[src/rtl/imem_loader_pkg.sv]
// Shared definitions for the instruction-memory loader.
// Holds the loader state encoding, the word geometry, and the instruction
// field bit positions that the decode logic slices words with.
package imem_loader_pkg;

  localparam int WORD_W         = 32;
  localparam int BYTES_PER_WORD = 4;

  // Instruction field positions (R-type layout).
  localparam int OP_HI    = 31;
  localparam int OP_LO    = 26;
  localparam int RS_HI    = 25;
  localparam int RS_LO    = 21;
  localparam int RT_HI    = 20;
  localparam int RT_LO    = 16;
  localparam int RD_HI    = 15;
  localparam int RD_LO    = 11;
  localparam int SHAMT_HI = 10;
  localparam int SHAMT_LO = 6;
  localparam int FUNCT_HI = 5;
  localparam int FUNCT_LO = 0;

  typedef enum logic [2:0] {
    ST_IDLE  = 3'd0,
    ST_RECV  = 3'd1,
    ST_WRITE = 3'd2,
    ST_DONE  = 3'd3,
    ST_ERR   = 3'd4
  } state_e;

endpackage

[src/rtl/imem_loader_byte_packer.sv]
// Byte packer: shifts accepted bytes into a word, most significant byte first.
// Ports:
//   clk, rst    clock, async active-high reset
//   clr         synchronous clear of the shift register and byte counter
//   push        a byte is accepted this cycle
//   byte_in     the byte being accepted
//   word        word as it will be after this cycle's push (shift reg + byte_in)
//   word_valid  this push completes a word (4th byte)
module imem_loader_byte_packer
  import imem_loader_pkg::*;
(
  input  logic              clk,
  input  logic              rst,
  input  logic              clr,
  input  logic              push,
  input  logic [7:0]        byte_in,
  output logic [WORD_W-1:0] word,
  output logic              word_valid
);

  logic [WORD_W-1:0] sreg;
  logic [1:0]        cnt;

  // Exposing the post-shift value lets the owner register the full word on
  // the same edge that accepts the 4th byte, giving a 1-cycle write latency.
  assign word       = {sreg[WORD_W-9:0], byte_in};
  assign word_valid = push && (cnt == 2'(BYTES_PER_WORD - 1));

  always_ff @(posedge clk or posedge rst) begin
    if (rst) begin
      sreg <= '0;
      cnt  <= '0;
    end else if (clr) begin
      sreg <= '0;
      cnt  <= '0;
    end else if (push) begin
      sreg <= word;
      cnt  <= cnt + 2'd1;  // 3 -> 0 wrap starts the next word
    end
  end

endmodule

[src/rtl/imem_loader.sv]
// Instruction-memory loader: assembles a byte stream into 32-bit words
// (MSB first) and writes them to consecutive word addresses from BASE_ADDR,
// holding the CPU until the load completes.
// Ports:
//   clk, rst               clock, async active-high reset
//   start, num_words       load request (sampled in IDLE only)
//   byte_in/valid/ready    byte stream handshake
//   imem_we/addr/wdata     instruction-memory write port
//   cpu_hold               stalls PC and gates regwrite while low-trust
//   busy, done, error      status (done/error sticky until next start)
module imem_loader
  import imem_loader_pkg::*;
#(
  parameter logic [31:0] BASE_ADDR   = 32'h0000_0000,
  parameter int          DEPTH_WORDS = 256,
  parameter int          CNT_W       = 16
) (
  input  logic              clk,
  input  logic              rst,
  input  logic              start,
  input  logic [CNT_W-1:0]  num_words,
  input  logic [7:0]        byte_in,
  input  logic              byte_valid,
  output logic              byte_ready,
  output logic              imem_we,
  output logic [31:0]       imem_addr,
  output logic [WORD_W-1:0] imem_wdata,
  output logic              cpu_hold,
  output logic              busy,
  output logic              done,
  output logic              error
);

  localparam logic [31:0] DEPTH_U = 32'(DEPTH_WORDS);

  state_e            state;
  logic [CNT_W-1:0]  num_q;
  logic [CNT_W-1:0]  word_cnt;
  logic [CNT_W-1:0]  word_cnt_inc;
  logic              push;
  logic              pk_clr;
  logic              last_byte;
  logic [WORD_W-1:0] word_nxt;

  // byte_ready is only high in RECV, so push implies RECV.
  assign push         = byte_valid & byte_ready;
  assign pk_clr       = (state == ST_IDLE) && start;
  assign word_cnt_inc = word_cnt + CNT_W'(1);

  imem_loader_byte_packer u_packer (
    .clk        (clk),
    .rst        (rst),
    .clr        (pk_clr),
    .push       (push),
    .byte_in    (byte_in),
    .word       (word_nxt),
    .word_valid (last_byte)
  );

  // Outputs are registered and updated on state transitions so they line
  // up with the state they describe.
  always_ff @(posedge clk or posedge rst) begin
    if (rst) begin
      state      <= ST_IDLE;
      num_q      <= '0;
      word_cnt   <= '0;
      byte_ready <= 1'b0;
      imem_we    <= 1'b0;
      imem_addr  <= BASE_ADDR;
      imem_wdata <= '0;
      cpu_hold   <= 1'b1;
      busy       <= 1'b0;
      done       <= 1'b0;
      error      <= 1'b0;
    end else begin
      imem_we <= 1'b0;
      case (state)
        ST_IDLE: begin
          if (start) begin
            num_q     <= num_words;
            word_cnt  <= '0;
            done      <= 1'b0;
            error     <= 1'b0;
            cpu_hold  <= 1'b1;
            imem_addr <= BASE_ADDR;
            if (num_words == '0) begin
              state    <= ST_DONE;
              done     <= 1'b1;
              cpu_hold <= 1'b0;
            end else if (32'(num_words) > DEPTH_U) begin
              state <= ST_ERR;
              error <= 1'b1;
            end else begin
              state      <= ST_RECV;
              byte_ready <= 1'b1;
              busy       <= 1'b1;
            end
          end
        end
        ST_RECV: begin
          if (last_byte) begin
            state      <= ST_WRITE;
            byte_ready <= 1'b0;
            imem_we    <= 1'b1;
            imem_wdata <= word_nxt;
          end
        end
        ST_WRITE: begin
          imem_addr <= imem_addr + 32'd4;
          word_cnt  <= word_cnt_inc;
          if (word_cnt_inc == num_q) begin
            state    <= ST_DONE;
            busy     <= 1'b0;
            done     <= 1'b1;
            cpu_hold <= 1'b0;
          end else begin
            state      <= ST_RECV;
            byte_ready <= 1'b1;
          end
        end
        ST_DONE: state <= ST_IDLE;
        ST_ERR:  state <= ST_IDLE;
        default: state <= ST_IDLE;
      endcase
    end
  end

endmodule

[config.mk]
export PLATFORM = sky130hd
export DESIGN_NAME = imem_loader
export DESIGN_NICKNAME = d
export VERILOG_FILES = /design/src/rtl/imem_loader_pkg.sv /design/src/rtl/imem_loader_byte_packer.sv /design/src/rtl/imem_loader.sv
export SDC_FILE = /design/constraint.sdc
export NUM_CORES = 1
export LEC_CHECK = 0
export ABC_CLOCK_PERIOD_IN_PS = 4200
export CAP_MARGIN = 20
export CORE_ASPECT_RATIO = 0.9
export CORE_MARGIN = 2
export CORE_UTILIZATION = 35
export CTS_CLUSTER_DIAMETER = 60
export CTS_CLUSTER_SIZE = 25
export DETAILED_ROUTE_END_ITERATION = 12
export PLACE_DENSITY = 0.58
export SETUP_SLACK_MARGIN = 0.02
export SLEW_MARGIN = 0
export SYNTH_ARGS = -nofsm -noshare
export SYNTH_HDL_FRONTEND = slang
export SYNTH_SLANG_ARGS = --single-unit
[constraint.sdc]
create_clock -name clk -period 4.2 [get_ports clk]
set_input_delay 0.42 -clock clk [delete_from_list [all_inputs] [get_ports clk]]
set_output_delay 0.42 -clock clk [all_outputs]
set_load 0.1 [all_outputs]
==> results.cfg, run 1 <==
[min_path]
whs_path_depth = 2
hp-class = reg -> reg
hp-start = u_packer.sreg[17]

[floorplan]
io_pins = 98
rows = 45
die_h_um = 127
design.core.area_um2 = 16700
die_x_um = 141
start_util_pct = 35.5
die_area_um2 = 18000

[clock_network]
cts-resized-gates = 0
worst_skew_pair.late_latency_ns = 0.42
post_cts_buffers = 0
hold_buffers = 0
htreeDepth = 4
clkTransAtPathRegs_ns = 0.06
clock-root-buffer = clkbuf_16
clockBufferDepth = 2
cts_buffers = 17
cts_tree = yes
cts.sinks = 129

[cells_and_area]
fin_area_um2 = 7640
nFillCells = 1600
synthToLayoutAreaGrowth_pct = 28.9
layout-drive-gt1-share_pct = 6.27
diodes = 0
design.final.nets = 784

[routing]
first_iter_violations = 328
viasPerCell = 5.12
antenna_left = 0
wl_per_cell_um = 15.9
firstDrtPassIters = 5
drt_wl_total_um = 15500
num_vias = 5007
drc = 0

[global_route]
antenna_found_initial = 1
grt_max_degree = 67
grt-ovfl-total = 0
grt_pass1_vias = 4926
grtUsageTotal_pct = 18.0
grt_pass1_wl_um = 25600

[sta]
period_minus_slack_ns = 2.76
fin_crit_sh_pct = 65.7
setup_viol = 0
max_freq_ghz = 0.362
hold_viol_final = 0
fin_tns_setup_ns = 0
finalClockSkew_ns = 0.00789
relSlewSlack_pct = 31.4
worstMarginPinSlew_ns = 1.03
rsz0062_at_grt = false
finalMaxSlewViolations = 0

[yosys]
synth_area_leader_cell = dfrtp_1
synth_top_area_share_pct = 54.0
synthMuxAreaShare_pct = 0.506
yosysSeqAreaShare_pct = 54.5
ys_ff_latch = 129
synthAdderAreaFrac_pct = 0.633
synthesis.area_um2 = 5930
synth_edf_count = 0
yosys_most_used_dff = dfrtp_1
ys_warn_count = 0
synth_top_family_by_area = simple AND/OR/NAND/NOR gates
synth_area_leaders = dfrtp_1 54%, nand2_1 15%, o21ai_0 3.5%, a21oi_1 2.7%, xnor2_1 2.5%
synth-simple-area-share_pct = 25.2
ys_async_sr_fraction_pct = 100
synth.distinct_cells = 46
syn-instance-count = 668
synth.avg_cell_area_um2 = 8.88
synth_compound_area_share_pct = 12.3
synth_xor_area_share_pct = 3.84

[worst_setup_path]
r2r_cells = 7
r2r-start = word_cnt[0]
arrival_ns = 3.01
path_class = reg -> reg
cp.required_ns = 4.46
path_max_fanout = 9
start_kind = flop
crit_start = word_cnt[0]
crit_path_end_kind = flop

[placement]
hpwl_um = 10300
gp_congestion = 0.838
postPlaceCellArea_um2 = 7070
port_buffers = 95

[pwr]
ir_drop_mv = 0.268
p_per_area_nw_per_um2 = 395
p_leak_nw = 3.41

[run]
cap_violations = 0

[outcome]
outcome = finished clean
## through the flow
step | cells | worst slack, ns | total power [mW] | util, % | hold slack [ns]
final | 977 | 1.44 | 3.02 | 45.7 | 0.470
after global routing | 977 | 1.21 | 3.15 | 45.7 | 0.496
after CTS | 977 | 1.44 | 3.05 | 45.7 | 0.475
after detailed placement | 945 | 1.49 | 1.62 | 42.3 | 0.459
after global placement | 945 | 1.59 | 1.61 | 42.3 | 0.451
after floorplan | 669 | 0.341 | 1.53 | - | 0.439
## placed cells by master (no fill, tap or decap), drive strengths merged, types with 11 or more instances in the layout
master	Yosys	routed
nor4	11	11
nor2	20	20
o21ai	45	45
nand2	238	238
o211ai	12	12
nand3	26	26
a21oi	32	32
nand4	15	15
clkbuf	29	20
dfrtp	128	128
clkdlybuf4s50	0	95
xnor2	17	17
o31ai	13	13
## Yosys cell counts (2+ instances only)
master and count:
buf_4 2, buf_2 3, xnor2_1 17, nor3_1 6, o41ai_1 3, and4_1 3
nor2_1 20, a21o_1 2, mux2i_1 3, o31a_1 2, nand3_1 25, a21oi_1 32
a31oi_1 3, o211ai_1 12, nand2_1 238, nor4_1 10, nand2b_1 7, o21ai_1 3
buf_1 3, or2_2 2, and3_1 6, dfrtp_1 128, inv_1 6, o31ai_1 13
xor2_1 9, and2_1 4, a22o_1 3, clkbuf_1 28, ha_1 3, o21ai_0 42
nand4_1 15
## metal layers
metal	part of all wire (%)	wire, um	vias to the layer above	GRT usage (%)
li1	-	-	2455	-
met1	49	7620	2413	25.9
met2	45	6910	124	26.7
met3	5.3	819	13	5.17
met4	0.92	143	2	4.94
met5	0.077	12	-	0
## final timing paths
check | end | slack [ns]
max reg2reg | byte_ready | 1.44
min in group asynchronous | imem_wdata[6] | 0.53
min | imem_wdata[25] | 0.47
min reg2reg | imem_wdata[25] | 0.47
max | byte_ready | 1.44
max in group asynchronous | word_cnt[14] | 2.80
## where the power goes
group / internal [mW] / total (mW) / switching, mW
clock: 0.861 / 1.42 / 0.559
combinational: 0.0894 / 0.257 / 0.167
sequential: 1.29 / 1.34 / 0.0436
total: 2.25 / 3.02 / 0.770
## flip-flops by register name (all words and copies together) (netlist names), 2 cells and up
signal,flops
imem_wdata,32
state,3
num_q,16
imem_addr,30
word_cnt,16
u_packer.cnt,2
u_packer.sreg,24
## critical path: stages (launching register included)
cell and delay, ns:
dfrtp_1 0.46, ha_1 0.31, nand3_1 0.33, nor4_1 0.56
xnor2_1 0.18, o211ai_1 0.18, nor4_4 0.48, o31ai_1 0.11
## logic make-up after synthesis
| logic type | Yosys count |
|---|---|
| AOI/OAI and AO/OA | 121 |
| other | 1 |
| adders and majority gates | 3 |
| muxes | 3 |
| and+or+nand+nor | 342 |
| DFF | 129 |
| xor gates and xnor gates | 26 |
| buffers and inverters | 43 |
## layout make-up
class	instances	area, um2	share of cell area, %
inverter	6	25.0	0.327
clock inverter	12	108	1.41
timing repair buffer	102	1020	13.3
sequential	129	3230	42.3
multi-input combinational	497	2530	33.2
clock buffer	20	467	6.11
tap	211	264	3.45
Note: power is estimated with default switching activity, not from simulation.
==> inputs of run 2 (changes only) <==
Settings changed: ABC_CLOCK_PERIOD_IN_PS 4200 to 2700.
Clock period 4.2 ns to 2.7 ns, I/O delays scaled along.
==> results.cfg, run 2 (synthesis gave the netlist of run 1 again) <==
[floorplan]
io_pins = 98
die_area_um2 = 18000
start_util_pct = 35.5
die_x_um = 141
rows = 45
design.core.area_um2 = 16700
die_h_um = 127

[clock_network]
clock-root-buffer = clkbuf_16
cts-resized-gates = 0
worst_skew_pair.late_latency_ns = 0.41
htreeDepth = 4
cts_buffers = 17
post_cts_buffers = 0
clockBufferDepth = 2
cts.sinks = 129
hold_buffers = 0
cts_tree = yes
clkTransAtPathRegs_ns = 0.06

[routing]
num_vias = 5019
firstDrtPassIters = 8
antenna_left = 0
first_iter_violations = 375
viasPerCell = 5.09
drt_wl_total_um = 15400
wl_per_cell_um = 15.6
drc = 0

[sta]
max_freq_ghz = 0.421
fin_crit_sh_pct = 87.9
hold_viol_final = 0
worstMarginPinSlew_ns = 0.866
rsz0062_at_grt = false
fin_tns_setup_ns = 0
finalMaxSlewViolations = 0
relSlewSlack_pct = 42.1
finalClockSkew_ns = 0.00875
layout_setup_ws_ns = 0.326
setup_viol = 0
period_minus_slack_ns = 2.37

[min_path]
hp-class = in -> async

[global_route]
grt_max_degree = 46
grt-ovfl-total = 0
grt_pass1_wl_um = 25500
grtUsageTotal_pct = 17.9
antenna_found_initial = 0
grt_pass1_vias = 4885

[cells_and_area]
design.final.nets = 794
layout_commonest_cell = nand2_1
layout-drive-gt1-share_pct = 15.9
regMostFlops = imem_wdata
diodes = 0
largest_reg_flops = 32
layout_common_cells = 238 x nand2_1, 128 x dfrtp_1, 83 x buf_4
final_util_pct = 45.6
top_regs = imem_wdata (32), imem_addr (30), u_packer.sreg (24)
synthToLayoutAreaGrowth_pct = 28.5

[placement]
gp_congestion = 0.832
hpwl_um = 10500
post-place-ws_ns = 0.327
port_buffers = 95

[worst_setup_path]
ff2ff_setup_slack_ns = 0.33
start_kind = flop
path_max_fanout = 6
path_class = reg -> reg
cp.required_ns = 2.98
path_cells = ha_1, nand3_1, nor4_1, xnor2_1, o211ai_1, nor4_4, o31ai_1
r2r_cells = 7
cp_top_family = simple AND/OR/NAND/NOR gates
cp_slowest_cell = nor4_1
r2r-start = word_cnt[0]
arrival_ns = 2.66
crit_path_end_kind = flop
r2r_end = byte_ready
slowest_delay_ns = 0.48
critPathBufInv = 0

[pwr]
p_per_area_nw_per_um2 = 651
ir_drop_mv = 0.429
p_leak_nw = 3.61

[outcome]
outcome = finished clean

[run]
cap_violations = 0
run 2: power breakdown:
group	internal [mW]	total, mW	switching, mW	leakage (nW)
sequential	2.01	2.08	0.0697	1.74
clock	1.64	2.46	0.829	0.308
combinational	0.144	0.408	0.264	1.56
run 2: area by class of cell:
| class | instances | area (um2) |
|---|---|---|
| inverter | 6 | 26.3 |
| timing repair buffer | 112 | 933 |
| sequential | 129 | 3230 |
| clock inverter | 9 | 154 |
| fill | 1574 | 9100 |
| multi-input combinational | 497 | 2530 |
| clock buffer | 22 | 484 |
| tap | 211 | 264 |
run 2: metal layers:
metal,global-route usage [%],up-vias,share of wire [%]
li1,-,2466,-
met1,26.2,2411,50
met2,26.3,135,43
met3,4.95,7,5.9
met4,4.94,0,0.66
met5,0,-,0
run 2: worst max path at each step:
stage | from | to | cells after the start
floorplan | imem_addr[2] | imem_addr[22] | 7
global placement | word_cnt[0] | byte_ready | 7
detailed placement | word_cnt[0] | byte_ready | 7
global route | state[1] | imem_addr[28] | 6
finish | word_cnt[0] | byte_ready | 7
CTS | word_cnt[0] | byte_ready | 7
run 2: worst register-to-register path, stage by stage, from the launching register on:
cell and delay [ns]:
dfrtp_1 0.44, ha_1 0.27, nand3_1 0.15, nor4_1 0.48
xnor2_1 0.18, o211ai_1 0.17, nor4_4 0.43, o31ai_1 0.11
run 2: through the flow:
stage | hold WS (ns) | instance area [um2] | power, mW | std cells
3_3_place_gp | 0.456 | 6980 | 2.52 | 955
4_1_cts | 0.323 | 7620 | 5.01 | 986
3_5_place_dp | 0.453 | 6980 | 2.53 | 955
5_1_grt | 0.353 | 7620 | 5.16 | 986
2_1_floorplan | 0.375 | 5940 | 2.37 | 669
6_report | 0.305 | 7620 | 4.96 | 986
